<file path="src/rtl/game_ctrl.sv">
// game_ctrl: snake game controller with IDLE/RUN/DEAD FSM, step timer, heading, score and best score.
// Optional macro GAME_CTRL_SPEEDUP_EN shortens the step period as the score grows.
module game_ctrl #(
  parameter int unsigned TICK_DIV = 5_000_000
) (
  input  logic        CLOCK_50,
  input  logic        reset,
  input  logic        start,
  input  logic        up,
  input  logic        down,
  input  logic        left,
  input  logic        right,
  input  logic        collision,
  input  logic        food,
  output logic        step,
  output logic [1:0]  dir,
  output logic [1:0]  state,
  output logic [19:0] score,
  output logic [19:0] high_score
);

  localparam int CW = 26;
  localparam logic [19:0] SCORE_MAX = 20'd999_999;

  typedef enum logic [1:0] {
    S_IDLE = 2'd0,
    S_RUN  = 2'd1,
    S_DEAD = 2'd2,
    S_BAD  = 2'd3
  } state_t;

  state_t        state_q, state_d;
  logic [CW-1:0] cnt_q, cnt_d;
  logic [1:0]    dir_q, dir_d;
  logic [1:0]    pend_q, pend_d;
  logic [19:0]   score_q, score_d;
  logic [19:0]   high_q, high_d;
  logic          at_last;
  logic          req_valid;
  logic [1:0]    req_dir;

`ifdef GAME_CTRL_SPEEDUP_EN
  localparam logic [CW-1:0] DIV_FULL  = CW'(TICK_DIV);
  localparam logic [CW-1:0] DIV_FLOOR = CW'(TICK_DIV / 4);
  localparam logic [CW-1:0] DIV_CUT   = CW'(TICK_DIV / 16);
  localparam logic [43:0]   CUT_LIMIT = 44'(DIV_FULL - DIV_FLOOR);

  logic [CW-1:0] div_q, div_next;
  logic [43:0]   cut;

  // Period shrinks by TICK_DIV/16 per 8 points, never below a quarter of TICK_DIV.
  always_comb begin
    cut = {27'd0, score_q[19:3]} * {18'd0, DIV_CUT};
    if (cut >= CUT_LIMIT) div_next = DIV_FLOOR;
    else                  div_next = DIV_FULL - cut[CW-1:0];
  end

  always_ff @(posedge CLOCK_50 or negedge reset) begin
    if (!reset)                                                 div_q <= DIV_FULL;
    else if ((state_q == S_IDLE || state_q == S_DEAD) && start) div_q <= DIV_FULL;
    else if (step)                                              div_q <= div_next;
  end

  assign at_last = (cnt_q >= div_q - CW'(1));
`else
  assign at_last = (cnt_q == CW'(TICK_DIV - 1));
`endif

  // Equal and opposite headings share parity, so a turn is legal only across parity.
  always_comb begin
    req_valid = 1'b0;
    req_dir   = dir_q;
    if (up && dir_q[0]) begin
      req_valid = 1'b1;
      req_dir   = 2'd0;
    end else if (down && dir_q[0]) begin
      req_valid = 1'b1;
      req_dir   = 2'd2;
    end else if (left && !dir_q[0]) begin
      req_valid = 1'b1;
      req_dir   = 2'd3;
    end else if (right && !dir_q[0]) begin
      req_valid = 1'b1;
      req_dir   = 2'd1;
    end
  end

  always_comb begin
    state_d = state_q;
    cnt_d   = cnt_q;
    dir_d   = dir_q;
    pend_d  = pend_q;
    score_d = score_q;
    high_d  = high_q;
    step    = 1'b0;
    case (state_q)
      S_IDLE, S_DEAD: begin
        if (start) begin
          state_d = S_RUN;
          cnt_d   = '0;
          dir_d   = 2'd1;
          pend_d  = 2'd1;
          score_d = '0;
        end
      end
      S_RUN: begin
        // A collision freezes the game for this cycle: no step, no food credit.
        if (collision) begin
          state_d = S_DEAD;
          cnt_d   = '0;
          if (score_q > high_q) high_d = score_q;
        end else begin
          if (req_valid) pend_d = req_dir;
          if (at_last) begin
            step  = 1'b1;
            cnt_d = '0;
            dir_d = pend_d;
          end else begin
            cnt_d = cnt_q + CW'(1);
          end
          if (food && score_q != SCORE_MAX) score_d = score_q + 20'd1;
        end
      end
      default: state_d = S_IDLE;
    endcase
  end

  always_ff @(posedge CLOCK_50 or negedge reset) begin
    if (!reset) begin
      state_q <= S_IDLE;
      cnt_q   <= '0;
      dir_q   <= 2'd1;
      pend_q  <= 2'd1;
      score_q <= '0;
      high_q  <= '0;
    end else begin
      state_q <= state_d;
      cnt_q   <= cnt_d;
      dir_q   <= dir_d;
      pend_q  <= pend_d;
      score_q <= score_d;
      high_q  <= high_d;
    end
  end

  assign state      = state_q;
  assign dir        = dir_q;
  assign score      = score_q;
  assign high_score = high_q;

endmodule

</file>
<file path="config.mk">
export PLATFORM = sky130hd
export DESIGN_NAME = game_ctrl
export DESIGN_NICKNAME = d
export VERILOG_FILES = /design/src/rtl/game_ctrl.sv
export SDC_FILE = /design/constraint.sdc
export NUM_CORES = 1
export LEC_CHECK = 0
export CORE_MARGIN = 2
export CORE_UTILIZATION = 57
export DETAILED_ROUTE_END_ITERATION = 10
export PLACE_DENSITY = 0.81
export SYNTH_ARGS = -nofsm -noshare
export SYNTH_HDL_FRONTEND = slang
export SYNTH_SLANG_ARGS = --single-unit
</file>
<file path="constraint.sdc">
create_clock -name CLOCK_50 -period 3 [get_ports CLOCK_50]
set_input_delay 0.6 -clock CLOCK_50 [delete_from_list [all_inputs] [get_ports CLOCK_50]]
set_output_delay 0.6 -clock CLOCK_50 [all_outputs]
set_load 0.1 [all_outputs]
</file>
==> results_dict.tcl <==
set metrics [dict create \
    syn_avg_cell_area_um2 9.441 \
    grt_util_all_layers_pct 27.56 \
    synthesis.instances 493 \
    final_util_pct 71.78 \
    holdBufCountCts 0 \
    nets 592 \
    first_pass_iters 8 \
    place_congestion 0.9074 \
    worstPathArrival_ns 2.44 \
    dieArea_um2 8905 \
    fin_crit_ns 3.041 \
    areaGrowthSynthToFinish_pct 20.40 \
    dpl.hpwl_um 8646 \
    path_clk_slew_ns 0.08 \
    clk_path_buf_depth 2 \
    rsz0062_at_grt "true" \
    yosys.cell_types.count 60 \
    criticalPathCategory "register to output port" \
    cp-end-kind "output port" \
    drtIter0Drc 332 \
    synth_ff_type "dfrtp_1" \
    avgViaCountPerCell 6.430 \
    wirelength_um 12160 \
    portBuffers 53 \
    clock-sinks 72 \
    place_area_um2 5353 \
    drc_errors 0 \
    routedWlPerCell_um 18.20 \
    r2r_cells 9 \
    dpl_worst_slack_ns 0.3064 \
    cp_max_fo 3 \
    syn_area_um2 4654 \
    max_cap_violations 0 \
    holdWs_ns 0.2444 \
    cp-start-kind "register" \
    synth_top_cell_by_area "dfrtp_1" \
    synth_top_area_share_pct 37.63 \
    worst_pin_slew_ns 0.7483 \
    setup_tns_ns -0.04068 \
    cts_resized 0 \
    synth_commonest_cells "dfrtp_1, nor2_1, nand2_1, nand3_1, inv_1" \
    cts_made_buffers 9 \
    core_area_um2 7807 \
    ys_seq_area_share_pct 38.76 \
    synth_edf_count 0 \
    ys_ff_latch 72 \
    slew_violations 0 \
    ir_worst_vdd_mv 0.3371 \
    timing.final.ws_setup_ns -0.04068 \
    die_x_um 94.37 \
    overflow 0 \
    die_h_um 94.37 \
    hold_viol 0 \
    final_area_um2 5604 \
    diodes 0 \
    fin_skew_ns 0.01125 \
    syn-num-nets 524 \
    crit_required_ns 2.40 \
    finalSetupViolCount 1 \
    rows 32 \
    maxSlewHeadroom_pct 49.78 \
    ant_nets 0 \
    drive_gt1_share_pct 22.97 \
    grt_max_degree 40 \
    initial_utilization_pct 59.62 \
    min_period_over_period_pct 101.4 \
    async_flop_share_pct 100.0 \
    fmax_ghz 0.3289 \
    yosysWarningCount 0 \
    grt_pass1_vias 4072 \
    root_buffer "clkbuf_8" \
    hp-class "primary input to async pin" \
    status "finished, violations left" \
    h-tree-depth 3 \
    cts_tree "yes" \
    violations "setup timing" \
    vias 4295 \
    synth_area_leaders "dfrtp_1, ha_1, mux2i_1" \
    antenna_found_initial 0 \
    p_leak_uw 0.002718 \
    ioPinCount 54 \
    grt_pass1_wl_um 19090 \
    p_per_area_nw_per_um2 435.0 \
    clock_latency_ns 0.35 \
    synth.most_common_cell "dfrtp_1" \
]
final cells by class:
class	count	area (um2)
clock buffer	11	141.4
tap	102	127.6
fill	556	2203
multi-input combinational	365	2628
clock inverter	5	80.08
timing repair buffer	90	728.2
sequential	72	1813
inverter	23	86.33
cells in the final DEF (no fill, tap or decap), types with 3 or more instances in the layout:
| master | netlist | final |
|---|---|---|
| buf_4 | 2 | 79 |
| dfrtp_1 | 70 | 63 |
| nor2_1 | 45 | 45 |
| nand2_1 | 33 | 33 |
| nand3_1 | 29 | 29 |
| inv_1 | 23 | 23 |
| ha_1 | 22 | 22 |
| a21oi_1 | 22 | 21 |
| mux2i_1 | 20 | 20 |
| o311a_1 | 19 | 19 |
| a311o_1 | 19 | 19 |
| xor2_1 | 17 | 17 |
| nand4_1 | 16 | 16 |
| xnor2_1 | 12 | 12 |
| and3_1 | 10 | 10 |
| clkbuf_8 | 1 | 10 |
| o21ai_0 | 10 | 9 |
| nor3_1 | 8 | 7 |
| and2_1 | 7 | 7 |
| dfrtp_2 | 0 | 7 |
| clkdlybuf4s50_1 | 0 | 7 |
| or4_1 | 6 | 6 |
| and4_1 | 6 | 6 |
| nor4_1 | 4 | 4 |
| o211ai_1 | 4 | 4 |
| a31o_2 | 4 | 4 |
| nor4b_1 | 3 | 3 |
| nand2b_1 | 3 | 3 |
| o31ai_1 | 3 | 3 |
| mux2_2 | 3 | 3 |
| buf_12 | 0 | 3 |
cells by family after synthesis:
family,synth area share (%)
DFF,38.76
and+or+nand+nor,22.18
buffers and inverters,5.269
AOI/OAI and AO/OA,17.15
muxes,5.269
xor gates and xnor gates,5.457
adders and majority gates,5.914
through the flow:
stage                     cells  power (uW)
after floorplan             493        1451
after detailed placement    648        1589
final                       668        2438
after CTS                   664        2450
after global routing        668        2535
after global placement      648        1575
layer usage:
layer  track usage, %  vias up  wire length, um
li1                 -     1986                -
met1            33.65     2063             4953
met2            47.74      202             6003
met3            4.629       44              799
met4            12.80        0              400
met5                0        -                0
path summary, 6_finish.rpt:
check	from	to	slack, ns
setup reg to reg	high_score[18]	high_score[18]	0.38
setup / recovery	cnt_q[15]	step	-0.04
min in group CLOCK_50	dir[1]	dir[1]	0.52
hold reg to reg	dir[1]	dir[1]	0.52
max in group asynchronous	reset	score[9]	2.06
hold / removal	reset	high_score[7]	0.24
state kept, by name, summed over array words and instances (netlist names):
name        flops
high_score     20
dir             2
cnt_q          26
score          20
pend_q          2
state           2
worst max-delay path, stage by stage (launching register included):
cell,delay (ns)
dfrtp_1,0.40
or4_1,0.54
or4_4,0.53
nor4_4,0.40
buf_12,0.22
what timing repair did:
| action | CTS | global route |
|---|---|---|
| buffers inserted | 0 | 4 |
| endpoints found under the setup margin | 1 | 1 |
| pin swaps | 1 | 2 |
report_power, final:
part	leakage (uW)	switching, uW	total, uW	internal (uW)
logic	0.00172	359	507	149
clock network	0.000106	376	866	490
registers	0.000889	53.2	1060	1010
(Power assumes the default switching activity.)
